**config.mk**
```make
export PLATFORM = sky130hd
export DESIGN_NAME = ped_crossing_ctrl
export DESIGN_NICKNAME = d
export VERILOG_FILES = /design/src/rtl/ped_crossing_ctrl.sv
export SDC_FILE = /design/constraint.sdc
export NUM_CORES = 1
export LEC_CHECK = 0
export ABC_AREA = 1
export BUFFER_PORTS_ARGS = -buffer_cell sky130_fd_sc_hd__buf_2
export CAP_MARGIN = 20
export CELL_PAD_IN_SITES_DETAIL_PLACEMENT = 1
export CELL_PAD_IN_SITES_GLOBAL_PLACEMENT = 2
export CORE_ASPECT_RATIO = 1.1
export CORE_MARGIN = 1.5
export CORE_UTILIZATION = 33
export CTS_BUF_LIST = sky130_fd_sc_hd__clkbuf_8
export CTS_CLUSTER_DIAMETER = 200
export DETAILED_ROUTE_END_ITERATION = 8
export GPL_TIMING_DRIVEN = 1
export PLACE_DENSITY = 0.89
export SLEW_MARGIN = 20
export SYNTH_ARGS = -nofsm -noshare
export SYNTH_HDL_FRONTEND = slang
export SYNTH_SLANG_ARGS = --single-unit
```
**constraint.sdc**
```tcl
create_clock -name clk -period 1.92 [get_ports clk]
set_clock_uncertainty 0.15 [all_clocks]
set_input_delay 0.384 -clock clk [delete_from_list [all_inputs] [get_ports clk]]
set_output_delay 0.384 -clock clk [all_outputs]
set_load 0.005 [all_outputs]
```
**src/rtl/ped_crossing_ctrl.sv**
```systemverilog
// Pedestrian-crossing controller that follows an upstream red/yellow/green light.
// Grants WALK at the start of a red phase, then a flashing don't-walk, and flags illegal lamp patterns.
module ped_crossing_ctrl #(
  parameter int WALK_CYCLES  = 20,
  parameter int FLASH_CYCLES = 10,
  parameter int BLINK_HALF   = 2
) (
  input  logic       clk,
  input  logic       rst,
  input  logic       red,
  input  logic       yellow,
  input  logic       green,
  input  logic       ped_btn,
  output logic       walk,
  output logic       dont_walk,
  output logic       ped_pending,
  output logic [7:0] countdown,
  output logic       fault
);

  typedef enum logic [1:0] {IDLE, WALK, FLASH, FAULT} state_t;

  localparam int         BW          = (BLINK_HALF > 1) ? $clog2(BLINK_HALF) : 1;
  localparam logic [BW-1:0] BLINK_LAST = BW'(BLINK_HALF - 1);
  localparam logic [7:0] CROSS_TOTAL = 8'(WALK_CYCLES + FLASH_CYCLES);
  localparam logic [7:0] WALK_LAST   = 8'(FLASH_CYCLES + 1);

  state_t        state;
  logic          red_q;
  logic          btn_q;
  logic          armed;
  logic          illegal_q;
  logic [BW-1:0] blink_cnt;

  logic legal;
  logic red_start;
  logic btn_rise;

  assign legal     = $onehot({red, yellow, green});
  assign red_start = red & ~red_q;
  assign btn_rise  = ped_btn & ~btn_q;

  // NOTE: all state uses non-blocking assignments so every register samples pre-edge values.
  always_ff @(posedge clk or negedge rst) begin
    if (!rst) begin
      state       <= IDLE;
      walk        <= 1'b0;
      dont_walk   <= 1'b1;
      ped_pending <= 1'b0;
      countdown   <= '0;
      fault       <= 1'b0;
      red_q       <= 1'b0;
      btn_q       <= 1'b0;
      armed       <= 1'b0;
      illegal_q   <= 1'b0;
      blink_cnt   <= '0;
    end else begin
      red_q     <= red;
      btn_q     <= ped_btn;
      armed     <= armed | legal;
      illegal_q <= ~legal;

      // Two consecutive illegal samples after arming; outranks every other transition.
      if (state != FAULT && armed && !legal && illegal_q) begin
        state       <= FAULT;
        fault       <= 1'b1;
        walk        <= 1'b0;
        dont_walk   <= 1'b1;
        ped_pending <= 1'b0;
        countdown   <= '0;
        blink_cnt   <= '0;
      end else begin
        case (state)
          IDLE: begin
            // ped_pending is the pre-edge value, so a press on the red-start edge waits a full cycle of lights.
            if (red_start && ped_pending) begin
              state       <= WALK;
              walk        <= 1'b1;
              dont_walk   <= 1'b0;
              countdown   <= CROSS_TOTAL;
              ped_pending <= btn_rise;
            end else begin
              ped_pending <= ped_pending | btn_rise;
            end
          end

          WALK: begin
            ped_pending <= ped_pending | btn_rise;
            if (!red) begin
              state     <= IDLE;
              walk      <= 1'b0;
              dont_walk <= 1'b1;
              countdown <= '0;
            end else begin
              countdown <= countdown - 8'd1;
              if (countdown == WALK_LAST) begin
                state     <= FLASH;
                walk      <= 1'b0;
                dont_walk <= 1'b1;
                blink_cnt <= '0;
              end
            end
          end

          FLASH: begin
            ped_pending <= ped_pending | btn_rise;
            if (!red || countdown == 8'd1) begin
              state     <= IDLE;
              dont_walk <= 1'b1;
              countdown <= '0;
            end else begin
              countdown <= countdown - 8'd1;
              if (blink_cnt == BLINK_LAST) begin
                blink_cnt <= '0;
                dont_walk <= ~dont_walk;
              end else begin
                blink_cnt <= blink_cnt + 1'b1;
              end
            end
          end

          FAULT: begin
            if (blink_cnt == BLINK_LAST) begin
              blink_cnt <= '0;
              dont_walk <= ~dont_walk;
            end else begin
              blink_cnt <= blink_cnt + 1'b1;
            end
          end

          default: state <= IDLE;
        endcase
      end
    end
  end

endmodule

```
# == After elaboration in Yosys (flattened, before gate mapping) ==
# Index checks and enable logic that the tools add are counted.
# word_totals
register_bits,19
output_inout_bits,12
input_bits,6
# classes
addsub,4
eq_ne,13
n_reduce_logical,18
n_mux,31
bitwise_logic,8
# ops
op,n
$mux W8,4
$pmux W8 S3,1
$mux W1,16
$ne A3 B3 Y1 const B,5
$mux W2,5
$eq A8 B1 Y1 const B,1
$eq A8 B4 Y1 const B,1
$reduce_and A4 Y1,2
$reduce_bool A4 Y1,2
$sub A8 B1 Y8 const B,1
$pmux W2 S3,1
$reduce_bool A3 Y1,2
$eq A2 B1 Y1 const B,2
$eq A2 B2 Y1 const B,2
$logic_and A1 B1 Y1,4
$ne A4 B4 Y1 const B,1
$not A1 Y1,4
$pmux W1 S2,2
$pmux W1 S4,1
$reduce_and A2 Y1,2
$pmux W1 S3,1
$reduce_and A3 Y1,1
$add A1 B1 Y2,1
$add A2 B1 Y2,1
8 further kinds,11

# == Longest topological paths before layout ==
# depth
word_depth,8
ltp_mapped,11
ltp_nobuf,11

# == Worst setup path after synthesis ==
# No wires, ideal clock.
# synth_path
path_type,input port to flip-flop
start,in red
end,reg countdown[1]
path_stages,10
slack_ns,0.012
path_buffers,0
arrival_ns,1.642
required_time_ns,1.653
setup_time_ns,0.117
cell_sequence,fa_1 -> nand2_1 -> inv_1 -> nor2_4 -> nor2_1 -> nor2_4 -> nand2_1 -> clkinv_1 -> nand2_1 -> nand2_1
# synth_via
elab_chain_cells,7
word_cells_on_any_way,16
cone_classes,1 x add/sub; 2 x eq/ne; 4 x mux; 1 x bitwise; 8 x reduce/logical
# synth_lines
item,line_no,text
"start, declared",10,"input logic red,"
$add A2 B1 Y2 (implied by the code),39,"assign legal = $onehot({red, yellow, green});"
$eq A2 B1 Y1,39,
$logic_not A1 Y1,64,if (state != FAULT && armed && !legal && illegal_q) begin
$logic_and A1 B1 Y1 (2 in series),64,
$ne A3 B3 Y1 (no source line) or $reduce_bool A4 Y1 (tied branches),--,
$reduce_and A2 Y1 (no source line),--,
"end signal, assigned",95,countdown <= countdown - 8'd1;
"end signal, assigned",112,countdown <= countdown - 8'd1;
"end, declared",17,"output logic [7:0] countdown,"
# Several ways; a longest one is shown, not always the timed one.
# A chain may end at the register's enable or synchronous reset.

# == Worst setup path after layout ==
# layout_path
start,in red
end,reg countdown[7]
# Same word-level chain as after synthesis.

==> flow_metrics.py <==
metrics = {
    "logic_synthesis": {
        "synth_edf_count": 0,
        "yosys_warnings": 0,
        "synthArstFlopShare_pct": 100,
        "syn_area_per_cell_um2": 7.31,
        "ys_ff_latch": 19,
        "yosysSeqAreaShare_pct": 38.8,
        "synth_cells": 168,
        "syn_nets": 183,
        "synth_cell_types": 22,
        "synth_ff_type": "dfrtp_1",
        "synthesis.area_mm2": 0.00123,
        "synth_top_area_share_pct": 36.7,
        "yosysMostFrequentCell": "nand2_1",
        "synthTopCellsByArea": "dfrtp_1, nand2_1, ha_1",
        "synthTopCellsByCount": "nand2_1, inv_1, dfrtp_1, nor2_1, nand3_1",
        "yosysTopAreaCell": "dfrtp_1",
    },
    "final_layout": {
        "diodes": 0,
        "finalInstanceArea_mm2": 0.00153,
        "fin_cells": 249,
        "drive_above_1_share_pct": 23.1,
        "synthToLayoutAreaGrowth_pct": 24.4,
        "finalNetCount": 215,
        "fillerInstances": 475,
        "multi_input_area_um2": 684,
        "regArea_um2": 478,
        "fin_util_pct": 42.4,
    },
    "die": {
        "dieArea_mm2": 0.00409,
        "die_y_um": 67.0,
        "ios": 18,
        "core_area_mm2": 0.00360,
        "start_util_pct": 34.1,
        "num_rows": 23,
        "die_w_um": 61.2,
    },
    "worst_setup_path": {
        "path_buf_inv": 2,
        "path_common_cell": "nor2_4",
        "crit_chain": "buf_2 -> fa_1 -> nand2_2 -> inv_1 -> nor2_4 -> nor2_4 -> nor2_2 -> nand4_1 -> nand2_1 -> nor2_1",
        "worst_ep_required_time_ns": 1.93,
        "worstPathMaxFanout": 5,
        "critPathCaptureType": "flip-flop",
        "crit_slowest_cell": "fa_1",
        "crit_path_max_incr_delay_ns": 0.48,
        "worst_ep_arrival_time_ns": 1.85,
        "crit_family": "simple AND/OR/NAND/NOR gates",
        "worst_setup_path_start_kind": "input port",
        "crit_type": "in2reg",
    },
    "place": {
        "dp.final_hpwl_mm": 2.55,
        "dp.cells": 243,
        "preCtsSetupSlack_ns": -0.239,
        "place.port_buffers": 17,
        "place_congestion": 0.787,
        "dpl_cell_area_mm2": 0.00144,
    },
    "global_route": {
        "grt_max_degree": 20,
        "antenna_found_initial": 0,
        "grt_pass1_wl_mm": 5.38,
        "grt_pass1_vias": 1221,
        "grt_usage_pct": 17.8,
        "grt.overflow.total": 0,
    },
    "clocking": {
        "clkTransAtPathRegs_ns": 0.08,
        "clkLatencyLatePin_ns": 0.26,
        "cts_setup_buffers": 0,
        "numCtsBuffers": 3,
        "cts.sinks": 19,
        "cts_tree": "yes",
        "cts_max_level": 1,
        "clk_path_buf_depth": 2,
        "root_buffer": "clkbuf_8",
    },
    "sta": {
        "rsz0062_at_grt": "true",
        "worst_pin_slew_ns": 0.455,
        "setup_violations": 0,
        "finalHoldViolCount": 0,
        "tns_ns": 0,
        "setup_slack_ns": 0.0859,
        "slew-limit-headroom_pct": 69.4,
        "period_needed_ns": 1.83,
        "drv_slew": 0,
        "timing.fmax_ghz": 0.545,
        "fin_crit_sh_pct": 95.5,
        "holdWs_ns": 0.0887,
    },
    "job": {
        "max_cap_violations": 0,
    },
    "power_and_ir_drop": {
        "p_leak_nw": 0.826,
        "powerDensity_mw_per_mm2": 1680,
        "total_power_mw": 2.57,
        "ir_worst_vdd_mv": 0.525,
    },
    "worst_hold_path": {
        "hp-class": "in2reg",
    },
    "detailed_routing": {
        "final_antenna_net_count": 0,
        "firstDrtPassIters": 4,
        "first_iter_violations": 37,
        "drcViolationCount": 0,
        "routed_wl_mm": 3.32,
        "wl_per_cell_um": 13.3,
        "vias_per_cell": 4.80,
        "vias": 1195,
    },
    "status": {
        "status": "complete, no violations",
    },
}
-- worst register-to-register path: stages (launching register included) --
cell     delay, ns
dfrtp_2       0.46
ha_1          0.22
inv_2         0.11
nand3_2       0.09
nor2_4        0.17
nor2_4        0.07
nor2_2        0.20
nand4_1       0.11
nand2_1       0.09
nor2_1        0.04
-- final timing paths --
kind                                 to  startpoint  slack [ns]  cells past startpoint
hold / removal                    btn_q     ped_btn        0.09                      1
max in group asynchronous     dont_walk         rst        0.84                      2
setup reg to reg           countdown[7]    state[1]        0.11                      9
min in group asynchronous          walk         rst        0.44                      2
hold reg to reg                   fault       fault        0.32                      1
setup / recovery           countdown[7]         red        0.09                     10
-- final cells by class --
class / count / share of cell area, %
multi-input cells: 124 / 44.8
flip-flops and latches: 19 / 31.3
repair buffers: 26 / 10.4
inverters: 26 / 6.39
well taps: 50 / 4.10
clock buffers: 3 / 2.70
clock inverters: 1 / 0.246
-- state kept, by name (all words and copies together), names as in the netlist --
register     cells
armed            1
blink_cnt        1
btn_q            1
countdown        8
dont_walk        1
fault            1
illegal_q        1
ped_pending      1
red_q            1
state            2
walk             1
-- per-layer routing --
metal	routed length, µm	up-vias	GRT usage [%]
met1	1390	582	20.3
met3	95	7	2.52
met4	80	0	6.79
met2	1750	22	32.2
met5	0	-	0
li1	-	584	-
-- kinds of logic (layout without fill, tap and decap cells) --
family / Yosys count / after routing / synth area share [%]
buffers and inverters: 26 / 56 / 7.95
and+or+nand+nor: 99 / 100 / 35.7
AOI/OAI and AO/OA: 11 / 11 / 4.89
adders and majority gates: 9 / 9 / 9.79
DFF: 19 / 19 / 38.8
xor gates and xnor gates: 4 / 4 / 2.85
-- report_power, final --
group / switching, mW / internal [mW] / leakage [nW] / total [mW]
Clock: 0.145 / 0.143 / 0.0269 / 0.288
Combinational: 0.996 / 0.619 / 0.571 / 1.61
Sequential: 0.131 / 0.538 / 0.228 / 0.669
Total: 1.27 / 1.30 / 0.826 / 2.57
-- repair_timing --
action | CTS | global route
setup endpoints to repair | 0 | 11
hold buffers | 1 | 0
resized for setup | 0 | 10
hold endpoints to repair | 18 | 0
-- cell usage in the layout, fill, tap and decap left out, drive strengths merged --
master       count
dlygate4sd3      1
xor2             4
nand2           60
nor3             3
buf             25
nor2            17
nand3           13
a21oi            4
inv             27
dfstp            1
clkbuf           3
o21ai            6
fa               1
nand4            5
a31oi            1
ha               8
dfrtp           18
or2              2
Note: power is estimated with default switching activity, not from simulation.
